[src/rtl/pwm_ctrl_pkg.sv]
// Shared PWM control types and default widths.
// Used by the ramp sequencer and the PWM generator.
package pwm_ctrl_pkg;

  localparam int PWM_DUTY_W  = 8;
  localparam int PWM_STEP_W  = 4;
  localparam int PWM_PRESC_W = 16;

  typedef enum logic [1:0] {
    ST_IDLE  = 2'd0,
    ST_RAMP  = 2'd1,
    ST_FAULT = 2'd2
  } ramp_state_e;

endpackage

[src/rtl/pwm_ramp_tick.sv]
// Ramp-tick prescaler: one-cycle tick every presc+1 cycles.
// clr restarts the count so a new command gets a full interval.
module pwm_ramp_tick
  import pwm_ctrl_pkg::*;
#(
  parameter int PRESC_W = PWM_PRESC_W
) (
  input  logic               clk,
  input  logic               rst_n,
  input  logic               clr,
  input  logic [PRESC_W-1:0] presc,
  output logic               tick
);

  logic [PRESC_W-1:0] cnt_q;
  logic [PRESC_W-1:0] cnt_d;

  assign tick = (cnt_q == presc);

  // count up, wrap on tick or restart on clear
  always_comb begin
    cnt_d = cnt_q + PRESC_W'(1);
    if (clr || tick) cnt_d = '0;
  end

  // counter register
  always_ff @(posedge clk or negedge rst_n) begin
    if (!rst_n) cnt_q <= '0;
    else        cnt_q <= cnt_d;
  end

endmodule

[src/rtl/pwm_ramp_ctrl.sv]
// Duty ramp sequencer in front of the PWM generator.
// Optional command watchdog: define PWM_RAMP_WDOG_EN.
module pwm_ramp_ctrl
  import pwm_ctrl_pkg::*;
#(
  parameter int          DUTY_W      = PWM_DUTY_W,
  parameter int          STEP_W      = PWM_STEP_W,
  parameter int          PRESC_W     = PWM_PRESC_W,
  parameter logic [23:0] WDOG_CYCLES = 24'd10_000_000
) (
  input  logic               CLK,
  input  logic               RST_N,
  input  logic               CMD_VALID,
  output logic               CMD_READY,
  input  logic [DUTY_W-1:0]  CMD_DUTY,
  input  logic [STEP_W-1:0]  CMD_STEP,
  input  logic [PRESC_W-1:0] PRESC,
  input  logic               PERIOD_START,
  input  logic               FAULT,
  input  logic               FAULT_CLR,
  output logic [DUTY_W-1:0]  DUTY,
  output logic               BUSY,
  output logic               FAULT_ACT,
  output logic               WDOG_TRIP
);

  ramp_state_e       state_q, state_d;
  logic [DUTY_W-1:0] cur_q, cur_d;
  logic [DUTY_W-1:0] tgt_q, tgt_d;
  logic [DUTY_W-1:0] duty_q, duty_d;
  logic [STEP_W-1:0] step_q, step_d;
  logic              ready_q, ready_d;
  logic              busy_q, busy_d;
  logic              fact_q, fact_d;

  logic              accept;
  logic              tick;
  logic              wdog_fire;

  logic [DUTY_W:0]   cur_x, tgt_x, stp_x;
  logic [DUTY_W:0]   up_x, dn_x, lo_x;
  logic [DUTY_W-1:0] ramp_nxt;

  assign accept    = CMD_VALID && ready_q;
  assign CMD_READY = ready_q;
  assign DUTY      = duty_q;
  assign BUSY      = busy_q;
  assign FAULT_ACT = fact_q;

  pwm_ramp_tick #(
    .PRESC_W (PRESC_W)
  ) u_tick (
    .clk   (CLK),
    .rst_n (RST_N),
    .clr   (accept),
    .presc (PRESC),
    .tick  (tick)
  );

`ifdef PWM_RAMP_WDOG_EN
  logic [23:0] wdog_q, wdog_d;
  logic        trip_q, trip_d;
  logic        wdog_hold;

  assign wdog_hold = FAULT || (state_q == ST_FAULT);
  assign wdog_fire = !wdog_hold && !accept
                  && (wdog_q == WDOG_CYCLES - 24'd1)
                  && (tgt_q != '0);
  assign WDOG_TRIP = trip_q;

  // command-silence counter and sticky trip flag
  always_comb begin
    wdog_d = wdog_q;
    trip_d = trip_q;
    if (wdog_hold) begin
      wdog_d = wdog_q;
    end else if (accept) begin
      wdog_d = '0;
      trip_d = 1'b0;
    end else if (wdog_q == WDOG_CYCLES - 24'd1) begin
      wdog_d = '0;
      if (wdog_fire) trip_d = 1'b1;
    end else begin
      wdog_d = wdog_q + 24'd1;
    end
  end

  // watchdog registers
  always_ff @(posedge CLK or negedge RST_N) begin
    if (!RST_N) begin
      wdog_q <= '0;
      trip_q <= 1'b0;
    end else begin
      wdog_q <= wdog_d;
      trip_q <= trip_d;
    end
  end
`else
  logic unused_wdog;

  assign unused_wdog = ^WDOG_CYCLES;
  assign wdog_fire   = 1'b0;
  assign WDOG_TRIP   = 1'b0;
`endif

  // one ramp step toward tgt, clamped; extra bit avoids wrap
  always_comb begin
    cur_x = {1'b0, cur_q};
    tgt_x = {1'b0, tgt_q};
    stp_x = (DUTY_W+1)'(step_q);
    up_x  = cur_x + stp_x;
    dn_x  = tgt_x + stp_x;
    lo_x  = cur_x - stp_x;
    if (cur_q < tgt_q) begin
      ramp_nxt = (up_x > tgt_x) ? tgt_q : up_x[DUTY_W-1:0];
    end else begin
      ramp_nxt = (cur_x > dn_x) ? lo_x[DUTY_W-1:0] : tgt_q;
    end
  end

  // FSM next state, working duty and period-aligned commit
  always_comb begin
    state_d = state_q;
    cur_d   = cur_q;
    tgt_d   = tgt_q;
    step_d  = step_q;
    duty_d  = duty_q;
    if (PERIOD_START) duty_d = cur_q;
    if (FAULT) begin
      state_d = ST_FAULT;
      cur_d   = '0;
      tgt_d   = '0;
      duty_d  = '0;
    end else begin
      unique case (state_q)
        ST_FAULT: begin
          if (FAULT_CLR) state_d = ST_IDLE;
        end
        default: begin
          if (accept) begin
            tgt_d  = CMD_DUTY;
            step_d = CMD_STEP;
            if (CMD_STEP == '0) cur_d = CMD_DUTY;
            state_d = (cur_d == CMD_DUTY) ? ST_IDLE : ST_RAMP;
          end else if (wdog_fire) begin
            tgt_d   = '0;
            step_d  = (step_q == '0) ? STEP_W'(1) : step_q;
            state_d = (cur_q == '0) ? ST_IDLE : ST_RAMP;
          end else if (state_q == ST_RAMP) begin
            if (tick) cur_d = ramp_nxt;
            if (cur_d == tgt_q) state_d = ST_IDLE;
          end
        end
      endcase
    end
    ready_d = (state_d != ST_FAULT);
    fact_d  = (state_d == ST_FAULT);
    busy_d  = (state_d == ST_RAMP) || (cur_d != duty_d);
  end

  // state and registered outputs
  always_ff @(posedge CLK or negedge RST_N) begin
    if (!RST_N) begin
      state_q <= ST_IDLE;
      cur_q   <= '0;
      tgt_q   <= '0;
      step_q  <= '0;
      duty_q  <= '0;
      ready_q <= 1'b1;
      busy_q  <= 1'b0;
      fact_q  <= 1'b0;
    end else begin
      state_q <= state_d;
      cur_q   <= cur_d;
      tgt_q   <= tgt_d;
      step_q  <= step_d;
      duty_q  <= duty_d;
      ready_q <= ready_d;
      busy_q  <= busy_d;
      fact_q  <= fact_d;
    end
  end

endmodule

[config.mk]
export PLATFORM = sky130hd
export DESIGN_NAME = pwm_ramp_ctrl
export DESIGN_NICKNAME = d
export VERILOG_FILES = /design/src/rtl/pwm_ctrl_pkg.sv /design/src/rtl/pwm_ramp_tick.sv /design/src/rtl/pwm_ramp_ctrl.sv
export SDC_FILE = /design/constraint.sdc
export NUM_CORES = 1
export LEC_CHECK = 0
export ABC_AREA = 1
export CAP_MARGIN = 20
export CORE_UTILIZATION = 30
export CTS_CLUSTER_DIAMETER = 80
export CTS_CLUSTER_SIZE = 10
export DETAILED_ROUTE_END_ITERATION = 8
export SLEW_MARGIN = 20
export SYNTH_ARGS = -nofsm -noshare
export SYNTH_HDL_FRONTEND = slang
export SYNTH_SLANG_ARGS = --single-unit
[constraint.sdc]
create_clock -name CLK -period 3.9 [get_ports CLK]
set_input_delay 0.78 -clock CLK [delete_from_list [all_inputs] [get_ports CLK]]
set_output_delay 0.78 -clock CLK [all_outputs]
set_load 0.05 [all_outputs]
==> results of run 1 <==
[sequential cells by signal, indices dropped and copies added, names as in the netlist]
register	count
cur_q	8
tgt_q	8
step_q	4
FAULT_ACT	1
DUTY	8
u_tick.cnt_q	16
state_q	2
CMD_READY	1
BUSY	1
[final cells by class]
cell class	instances	share of cell area, %
multi-input cells	531	54.43
flip-flops and latches	49	21.25
repair buffers	71	11.31
well taps	188	4.064
clock buffers	6	2.227
inverters	92	6.053
clock inverters	2	0.6701
[report_power, final]
part | switching, mW | internal [mW] | total (mW)
logic | 0.487 | 0.321 | 0.809
registers | 0.0536 | 0.555 | 0.609
clock network | 0.204 | 0.305 | 0.509
[per-layer routing]
| metal | global-route usage (%) | wire (µm) | up-vias |
|---|---|---|---|
| met5 | 0 | 0 | - |
| li1 | - | - | 2378 |
| met1 | 23.72 | 6359 | 2163 |
| met4 | 5.882 | 310 | 0 |
| met2 | 29.12 | 6539 | 122 |
| met3 | 2.320 | 593 | 24 |
[synthesized netlist by cell type (3+ instances only)]
master / count / area share (%)
nor3_1: 20 / 2.1
nor3b_1: 10 / 1.6
ha_1: 36 / 9.6
nand4_1: 8 / 1.1
inv_2: 8 / 0.64
o21ai_0: 23 / 2.5
o22ai_1: 4 / 0.54
inv_1: 82 / 6.6
nand2_2: 15 / 2.0
buf_2: 5 / 0.54
nand3_1: 98 / 10
nand3_2: 7 / 1.5
fa_1: 3 / 1.3
buf_4: 4 / 0.64
clkbuf_1: 5 / 0.40
nand2_1: 166 / 13
xnor2_1: 13 / 2.4
nor2_2: 3 / 0.40
dfrtp_1: 48 / 26
nor2_1: 54 / 4.3
a21oi_1: 26 / 2.8
xor2_1: 15 / 2.8
[worst reg2reg max path, delay by kind of cell, from the launching register on]
kind / cells / cell delay [ps]
AO/OA/AOI/OAI: 1 / 80
XOR/XNOR: 1 / 220
adder cells (fa/ha/maj): 3 / 800
buffers and inverters: 6 / 550
flip-flops: 1 / 420
AND/OR/NAND/NOR: 20 / 1520
[how the worst max path moves through the flow]
stage / start / endpoint
floorplan: cur_q[1] / BUSY
CTS: step_q[0] / BUSY
global route: tgt_q[1] / BUSY
finish: step_q[0] / BUSY
detailed placement: step_q[0] / BUSY
global placement: step_q[0] / BUSY
[cells by family (layout without fill, tap and decap cells)]
kind of cell,count (synthesis),after routing
other,1,1
DFF,49,49
AOI/OAI and AO/OA,68,68
and+or+nand+nor,393,394
adders and majority gates,39,39
buffers and inverters,107,171
muxes,1,1
xor gates and xnor gates,28,28
[per-stage QoR]
stage | setup TNS [ps] | cell area, µm²
3_3_place_gp | 0 | 5429
5_1_grt | -34.88 | 5788
6_report | 0 | 5788
4_1_cts | 0 | 5597
2_1_floorplan | 0 | 4674
3_5_place_dp | 0 | 5429
[what timing repair did]
action	CTS	global route
setup buffers	0	7
gates resized for setup	0	33
endpoints found under the setup margin	0	2
[layout by cell type (no fill, tap or decap), types with 5 or more instances in the layout]
master and n:
a21oi_1 23, buf_4 25, clkbuf_16 5, clkdlybuf4s50_1 43, dfrtp_1 46, ha_1 31
inv_1 80, inv_2 10, nand2_1 164, nand2_2 16, nand3_1 92, nand3_2 13
nand4_1 8, nor2_1 52, nor2_2 5, nor3_1 19, nor3b_1 10, o21ai_0 22
xnor2_1 13, xor2_1 15
==> results.yml, run 1 <==
timing:
  hold_ws_ps: 458.9
  hold_violations: 0
  setup_viol: 0
  tightest_slew_ps: 721.4
  period_share_pct: 94.40
  final_max_slew_viol_count: 0
  clock.fmax_mhz: 271.6
  period_minus_slack_ps: 3682
  timing.final.ws_setup_ps: 218.4
  clock_skew_ps: 9.066
  maxSlewHeadroom_pct: 51.58
cts:
  cts_hold_buf: 0
  cts_max_path_buffers: 2
  cts_tree: "yes"
  cts_root_buf: "clkbuf_16"
  htree_levels: 2
  clk_latency_ps: 300
  cts_buffers: 5
  cts_sinks: 49
  clk_pin_slew_ps: 70
worst_setup_path:
  path_depth: 31
  worst-path-buf-inv: 6
  path_delay_family: "simple AND/OR/NAND/NOR gates"
  r2r_start: "step_q[0]"
  r2r_cells: 31
  crit_path_start_kind: "flop"
  worstReg2RegEnd: "BUSY"
  path_class: "reg2reg"
  crit_path_frequent_cell: "nand2_1"
  critPathArrivalTime_ps: 3870
  worst_ep_required_time_ps: 4090
  ff2ff_setup_slack_ps: 220
  cpPeakStageDelay_ps: 420
  crit_fanout: 6
  critPathSlowestCell: "dfrtp_2"
  end_kind: "flop"
grt:
  grt-ovfl-total: 0
  grt_max_degree: 28
  grt_pass1_wl_mm: 22.49
  grt_pass1_vias: 4434
  antenna_found_initial: 0
  grt_usage_pct: 17.63
cells_and_area:
  multi_input_area_um2: 3151
  register_area_um2: 1230
  final_util_pct: 38.07
  syn_to_final_growth_pct: 23.82
  final_net_count: 823
  num-fill-cells: 1611
  antenna_cells: 0
  fin_cells: 939
  drive_gt1_share_pct: 14.25
yosys:
  postSynthCellCount: 686
  synthMuxAreaShare_pct: 0.2409
  synthSimpleGateAreaFrac_pct: 39.64
  synthAdderAreaFrac_pct: 10.92
  synth_warnings: 0
  synthArstFlopShare_pct: 100.0
  synth-edff-count: 0
  syn-num-nets: 759
  ys_seq_elements: 49
  synth_top_flop_cell: "dfrtp_1"
  postSynthAreaPerCell_um2: 6.814
  synth_xor_area_share_pct: 5.246
  yosysSeqAreaShare_pct: 26.26
  syn_area_um2: 4674
  ys_types: 46
  synth_top_family_by_area: "simple AND/OR/NAND/NOR gates"
  synth_compound_area_share_pct: 8.298
placement:
  post-place-ws_ps: 98.16
  gp_congestion: 0.8964
  numPortBuffers: 44
  placed_cells: 923
  dp_hpwl_mm: 10.74
floorplanning:
  core_area_um2: 15200
  rows: 45
  die_y_um: 126.8
  initial_core_util_pct: 30.75
  die_w_um: 126.8
  die_area_um2: 16080
  io_pins: 46
routing:
  drt_first_pass_iters: 5
  remaining_drc_errors: 0
  wl_per_cell_um: 14.70
  routed_wl_mm: 13.80
  drt_iter0_drc: 304
  vias: 4687
  via_per_inst: 4.991
  ant_nets: 0
outcome:
  outcome: "finished clean"
job:
  cap_violations: 0
power:
  cellPowerDensity_nw_per_um2: 332.9
  power_mw: 1.927
  irDropWorstVdd_uv: 162.9
  leakagePower_nw: 2.827
worst_hold_path:
  hold_path_class: "in2async"
Power figures use the tool's default switching activity.
==> inputs of run 2 (changes only) <==
--- a/config.mk
+++ b/config.mk
@@ -7,8 +7,9 @@
 export LEC_CHECK = 0
 export ABC_AREA = 1
 export CAP_MARGIN = 20
+export CORE_MARGIN = 8
 export CORE_UTILIZATION = 30
-export CTS_CLUSTER_DIAMETER = 80
+export CTS_CLUSTER_DIAMETER = 120
 export CTS_CLUSTER_SIZE = 10
 export DETAILED_ROUTE_END_ITERATION = 8
 export SLEW_MARGIN = 20
==> constraint.sdc (replaced) <==
create_clock -name CLK -period 3.55 [get_ports CLK]
set_input_delay 0.71 -clock CLK [delete_from_list [all_inputs] [get_ports CLK]]
set_output_delay 0.71 -clock CLK [all_outputs]
set_load 0.05 [all_outputs]
==> results.yml, run 2 (synthesis results as in run 1) <==
outcome:
  outcome: "finished with violations"
  violations: "setup timing"
worst_setup_path:
  cp-endpoint: "BUSY"
  path_class: "reg2reg"
  critPathArrivalTime_ps: 3800
  r2r_cells: 31
  path_delay_family: "simple AND/OR/NAND/NOR gates"
  ff2ff_setup_slack_ps: -50
  worst-path-buf-inv: 4
  path_depth: 31
  crit_path_frequent_cell: "nand2_1"
  worstReg2RegEnd: "BUSY"
  critPathSlowestCell: "dfrtp_1"
  end_kind: "flop"
  crit_fanout: 6
  cpPeakStageDelay_ps: 380
  crit_path_start_kind: "flop"
  worst_ep_required_time_ps: 3760
  cp-startpoint: "step_q[0]"
  r2r_start: "step_q[0]"
cells_and_area:
  syn_to_final_growth_pct: 32.82
  final_util_pct: 40.84
  largest_reg_flops: 16
  mostFrequentLayoutCells: "152 x nand2_1, 81 x nand3_1, 76 x inv_1"
  drive_gt1_share_pct: 22.22
  layout_commonest_cell: "nand2_1"
  fin_area_um2: 6208
  final_net_count: 855
  fin_cells: 971
  antenna_cells: 0
  regMostFlops: "u_tick.cnt_q"
  num-fill-cells: 1545
floorplanning:
  die_y_um: 140.8
  die_w_um: 140.8
  io_pins: 46
  core_area_um2: 15200
  die_area_um2: 19830
  initial_core_util_pct: 30.75
  rows: 45
routing:
  drt_first_pass_iters: 5
  drt_iter0_drc: 353
  routed_wl_mm: 15.23
  via_per_inst: 5.035
  ant_nets: 0
  wl_per_cell_um: 15.69
  vias: 4889
  remaining_drc_errors: 0
timing:
  setup-tns-final_ps: -46.60
  final_max_slew_viol_count: 0
  period_share_pct: 101.3
  setup_viol: 1
  clock.fmax_mhz: 278.0
  maxSlewHeadroom_pct: 50.56
  clock_skew_ps: 8.176
  period_minus_slack_ps: 3597
  hold_violations: 0
  hold_ws_ps: 293.9
  timing.final.ws_setup_ps: -46.60
  rsz0062_at_grt: "true"
  tightest_slew_ps: 736.7
job:
  cap_violations: 0
placement:
  dpl_cell_area_um2: 5609
  dp_hpwl_mm: 11.69
  placed_cells: 947
  post-place-ws_ps: -221.7
  numPortBuffers: 44
  gp_congestion: 0.9371
cts:
  clk_latency_ps: 310
  cts_root_buf: "clkbuf_16"
  htree_levels: 2
  cts_tree: "yes"
  cts_max_path_buffers: 2
  cts_buffers: 5
  clk_pin_slew_ps: 70
  cts_sinks: 49
power:
  clkPwrFrac_pct: 25.9
  intPower_mw: 1.371
  p_comb_share_pct: 44.8
  leakagePower_nw: 3.027
  seq_power_share_pct: 29.3
  irDropWorstVdd_uv: 443.6
  cellPowerDensity_nw_per_um2: 363.3
  power_mw: 2.256
  p_sw_share_pct: 39.21
  p_switching_uw: 884.5
grt:
  grt_max_degree: 21
  grt-ovfl-total: 0
  grt_usage_pct: 15.07
  antenna_found_initial: 0
  grt_pass1_wl_mm: 23.94
  grt_pass1_vias: 4687
worst_hold_path:
  hold_path_class: "in2async"
-- run 2: worst register-to-register path, delay by kind of cell (launching register included) --
kind / cells / cell delay (ps)
DFF: 1 / 380
AOI/OAI and AO/OA: 1 / 80
xor gates and xnor gates: 1 / 180
buffers and inverters: 4 / 260
and+or+nand+nor: 22 / 1710
adders and majority gates: 3 / 850
-- run 2: repair_timing --
action | 4_1_cts | 5_1_grt
endpoints found under the setup margin | 2 | 5
hold buffers | 0 | 0
setup buffers | 6 | 7
gates resized for setup | 14 | 59
hold endpoints to repair | 0 | 0
gates cloned | 2 | 1
pin swaps | 5 | 26
-- run 2: final cells by class --
cell class	count	area, µm²	share of cell area, %
flip-flops and latches	49	1227	19.77
inverters	92	350.3	5.643
clock inverters	1	30.03	0.4837
well taps	188	235.2	3.789
multi-input cells	532	3314	53.39
clock buffers	7	142.6	2.297
repair buffers	102	908.4	14.63
-- run 2: power by group through the flow --
stage	registers, mW	clock network [mW]	logic, mW
global route	0.667	0.618	1.11
finish	0.661	0.585	1.01
CTS	0.660	0.598	0.902
floorplan	0.690	0	0.547
detailed placement	0.670	0	0.852
global placement	0.669	0	0.851
-- run 2: worst min-delay path by stage --
stage,startpoint,endpoint,depth (start not counted)
2_1_floorplan,RST_N,BUSY,0
3_3_place_gp,u_tick.cnt_q[0],u_tick.cnt_q[0],1
3_5_place_dp,u_tick.cnt_q[0],u_tick.cnt_q[0],1
4_1_cts,RST_N,DUTY[6],1
5_1_grt,RST_N,DUTY[6],1
6_report,RST_N,DUTY[6],1
-- run 2: per-layer routing --
metal / wire length, µm / GRT usage (%) / part of all wire (%)
met3: 805 / 2.735 / 5.3
met4: 429 / 5.600 / 2.8
met1: 6710 / 18.79 / 44
met2: 7290 / 25.39 / 48
met5: 0 / 0 / 0
==> inputs of run 3 (changes only) <==
--- a/config.mk
+++ b/config.mk
@@ -8,10 +8,12 @@
 export ABC_AREA = 1
 export CAP_MARGIN = 20
 export CORE_MARGIN = 8
-export CORE_UTILIZATION = 30
+export CORE_UTILIZATION = 59
 export CTS_CLUSTER_DIAMETER = 120
 export CTS_CLUSTER_SIZE = 10
 export DETAILED_ROUTE_END_ITERATION = 8
+export GPL_TIMING_DRIVEN = 0
+export PLACE_DENSITY = 0.82
 export SLEW_MARGIN = 20
 export SYNTH_ARGS = -nofsm -noshare
 export SYNTH_HDL_FRONTEND = slang
==> results.yml, run 3 (synthesis results as in run 1) <==
cells_and_area:
  largest_reg_flops: 16
  register_area_um2: 1236
  syn_to_final_growth_pct: 26.10
  antenna_cells: 0
  num-fill-cells: 593
  drive_gt1_share_pct: 22.09
  layout_commonest_cell: "nand2_1"
  final_net_count: 837
  multi_input_area_um2: 3381
  mostFrequentLayoutCells: "154 x nand2_1, 74 x nand3_1, 72 x inv_1"
  regMostFlops: "u_tick.cnt_q"
worst_setup_path:
  critPathSlowestCell: "dfrtp_1"
  critPathArrivalTime_ps: 3960
  crit_chain: "ha_2, inv_2, fa_2, nor2_4, nor2_4, nor3_2, xor2_1, ha_1, a21o_1, a21oi_4, nand2_8, nand2_8, nand2_1, nand3_1, nand3_2, buf_4, nand3_1, nand4_1, nor2_1, nand2_1, nand2_1, nand2_1, nand3_2, nand2_1"
  crit_path_frequent_cell: "nand2_1"
  end_kind: "flop"
  crit_fanout: 5
  worst_ep_required_time_ps: 3760
  crit_path_start_kind: "flop"
  cpPeakStageDelay_ps: 410
  path_class: "reg2reg"
routing:
  routed_wl_mm: 14.70
  ant_nets: 0
  vias: 5045
  via_per_inst: 5.819
  drt_iter0_drc: 434
  drt_first_pass_iters: 5
  remaining_drc_errors: 0
  wl_per_cell_um: 16.95
outcome:
  violations: "setup timing"
  outcome: "finished with violations"
floorplanning:
  initial_core_util_pct: 60.81
  die_w_um: 105.0
  die_y_um: 105.0
  core_area_um2: 7687
  rows: 32
  io_pins: 46
  die_area_um2: 11030
cts:
  clk_latency_ps: 320
  htree_levels: 2
  cts_hold_buf: 0
  clk_pin_slew_ps: 110
  cts_sinks: 49
  cts_buffers: 5
  cts_max_path_buffers: 2
  cts_root_buf: "clkbuf_8"
  cts_tree: "yes"
timing:
  clock.fmax_mhz: 266.1
  hold_ws_ps: 379.7
  period_share_pct: 105.8
  maxSlewHeadroom_pct: 52.49
  final_max_slew_viol_count: 0
  setup_viol: 2
  setup-tns-final_ps: -340.2
  clock_skew_ps: 17.62
  timing.final.ws_setup_ps: -207.6
  rsz0062_at_grt: "true"
  period_minus_slack_ps: 3758
  tightest_slew_ps: 707.9
  hold_violations: 0
power:
  intPower_mw: 1.139
  seq_power_share_pct: 32.9
  irDropWorstVdd_uv: 266.5
  p_sw_share_pct: 43.72
  p_comb_share_pct: 50.0
  p_switching_uw: 884.6
  power_mw: 2.023
  leakagePower_nw: 2.865
  cellPowerDensity_nw_per_um2: 343.3
  clkPwrFrac_pct: 17.2
worst_hold_path:
  hold_path_class: "in2async"
placement:
  post-place-ws_ps: -515.2
  gp_congestion: 0.9701
  dp_hpwl_mm: 10.59
  numPortBuffers: 43
grt:
  grt_pass1_vias: 5034
  grt_max_degree: 27
  antenna_found_initial: 0
  grt_pass1_wl_mm: 23.39
  grt_usage_pct: 25.39
  grt-ovfl-total: 0
job:
  cap_violations: 0
-- run 3: changes by cell type in the layout (fill, tap and decap cells not counted), moves of 6 or more --
| cell | change |
|---|---|
| nand3_1 | -7 |
| nand3_2 | +9 |
| clkbuf_16 | -6 |
| dfrtp_2 | +7 |
| buf_4 | -31 |
| buf_2 | +6 |
| dfrtp_1 | -7 |
-- run 3: what timing repair did --
action / 4_1_cts / 5_1_grt
setup buffers: 18 / 4
cloned: 3 / 2
gates resized for setup: 38 / 55
endpoints found under the setup margin: 6 / 2
pin swaps: 26 / 50
-- run 3: cell type report --
| class | instances | share of cell area, % |
|---|---|---|
| inverter | 92 | 5.944 |
| tap | 102 | 2.165 |
| sequential | 49 | 20.97 |
| clock buffer | 6 | 1.231 |
| multi-input combinational | 534 | 57.36 |
| timing repair buffer | 67 | 10.63 |
| clock inverter | 2 | 0.2547 |
| buffer | 15 | 1.443 |
-- run 3: metrics by stage --
step,instances,util [%],instance area (µm²)
final,867,76.68,5894
after global placement,831,68.07,5233
after CTS,861,73.03,5614
after detailed placement,832,68.26,5248
after floorplan,686,-,4674
after global routing,867,76.68,5894
-- run 3: final timing paths --
kind                            startpoint              end  slack, ps  depth (start not counted)
setup / recovery                 step_q[0]             BUSY       -210                         24
hold / removal                       RST_N          DUTY[5]        380                          1
setup reg to reg                 step_q[0]             BUSY       -210                         24
hold reg to reg            u_tick.cnt_q[0]  u_tick.cnt_q[0]        520                          1
max in group asynchronous            RST_N         tgt_q[0]       2580                          2
min in group CLK           u_tick.cnt_q[0]  u_tick.cnt_q[0]        520                          1
-- run 3: power by group through the flow --
| stage | Combinational, mW | Sequential (mW) | Clock, mW |
|---|---|---|---|
| 4_1_cts | 0.875 | 0.664 | 0.350 |
| 3_5_place_dp | 0.786 | 0.674 | 0 |
| 5_1_grt | 1.12 | 0.670 | 0.369 |
| 3_3_place_gp | 0.758 | 0.673 | 0 |
| 2_1_floorplan | 0.547 | 0.690 | 0 |
| 6_report | 1.01 | 0.665 | 0.348 |
-- run 3: layer usage --
metal	up-vias	part of all wire [%]	GRT usage, %
met3	45	7.1	3.993
li1	2397	-	-
met5	-	0	0
met2	234	50	44.25
met4	0	3.0	10.09
met1	2369	40	30.51
-- run 3: critical path, delay by kind of cell, from the launching register on --
| family | cells | cell delay [ps] |
|---|---|---|
| AOI/OAI and AO/OA | 2 | 450 |
| xor gates and xnor gates | 1 | 190 |
| adders and majority gates | 3 | 890 |
| buffers and inverters | 2 | 180 |
| DFF | 1 | 410 |
| and+or+nand+nor | 16 | 1480 |
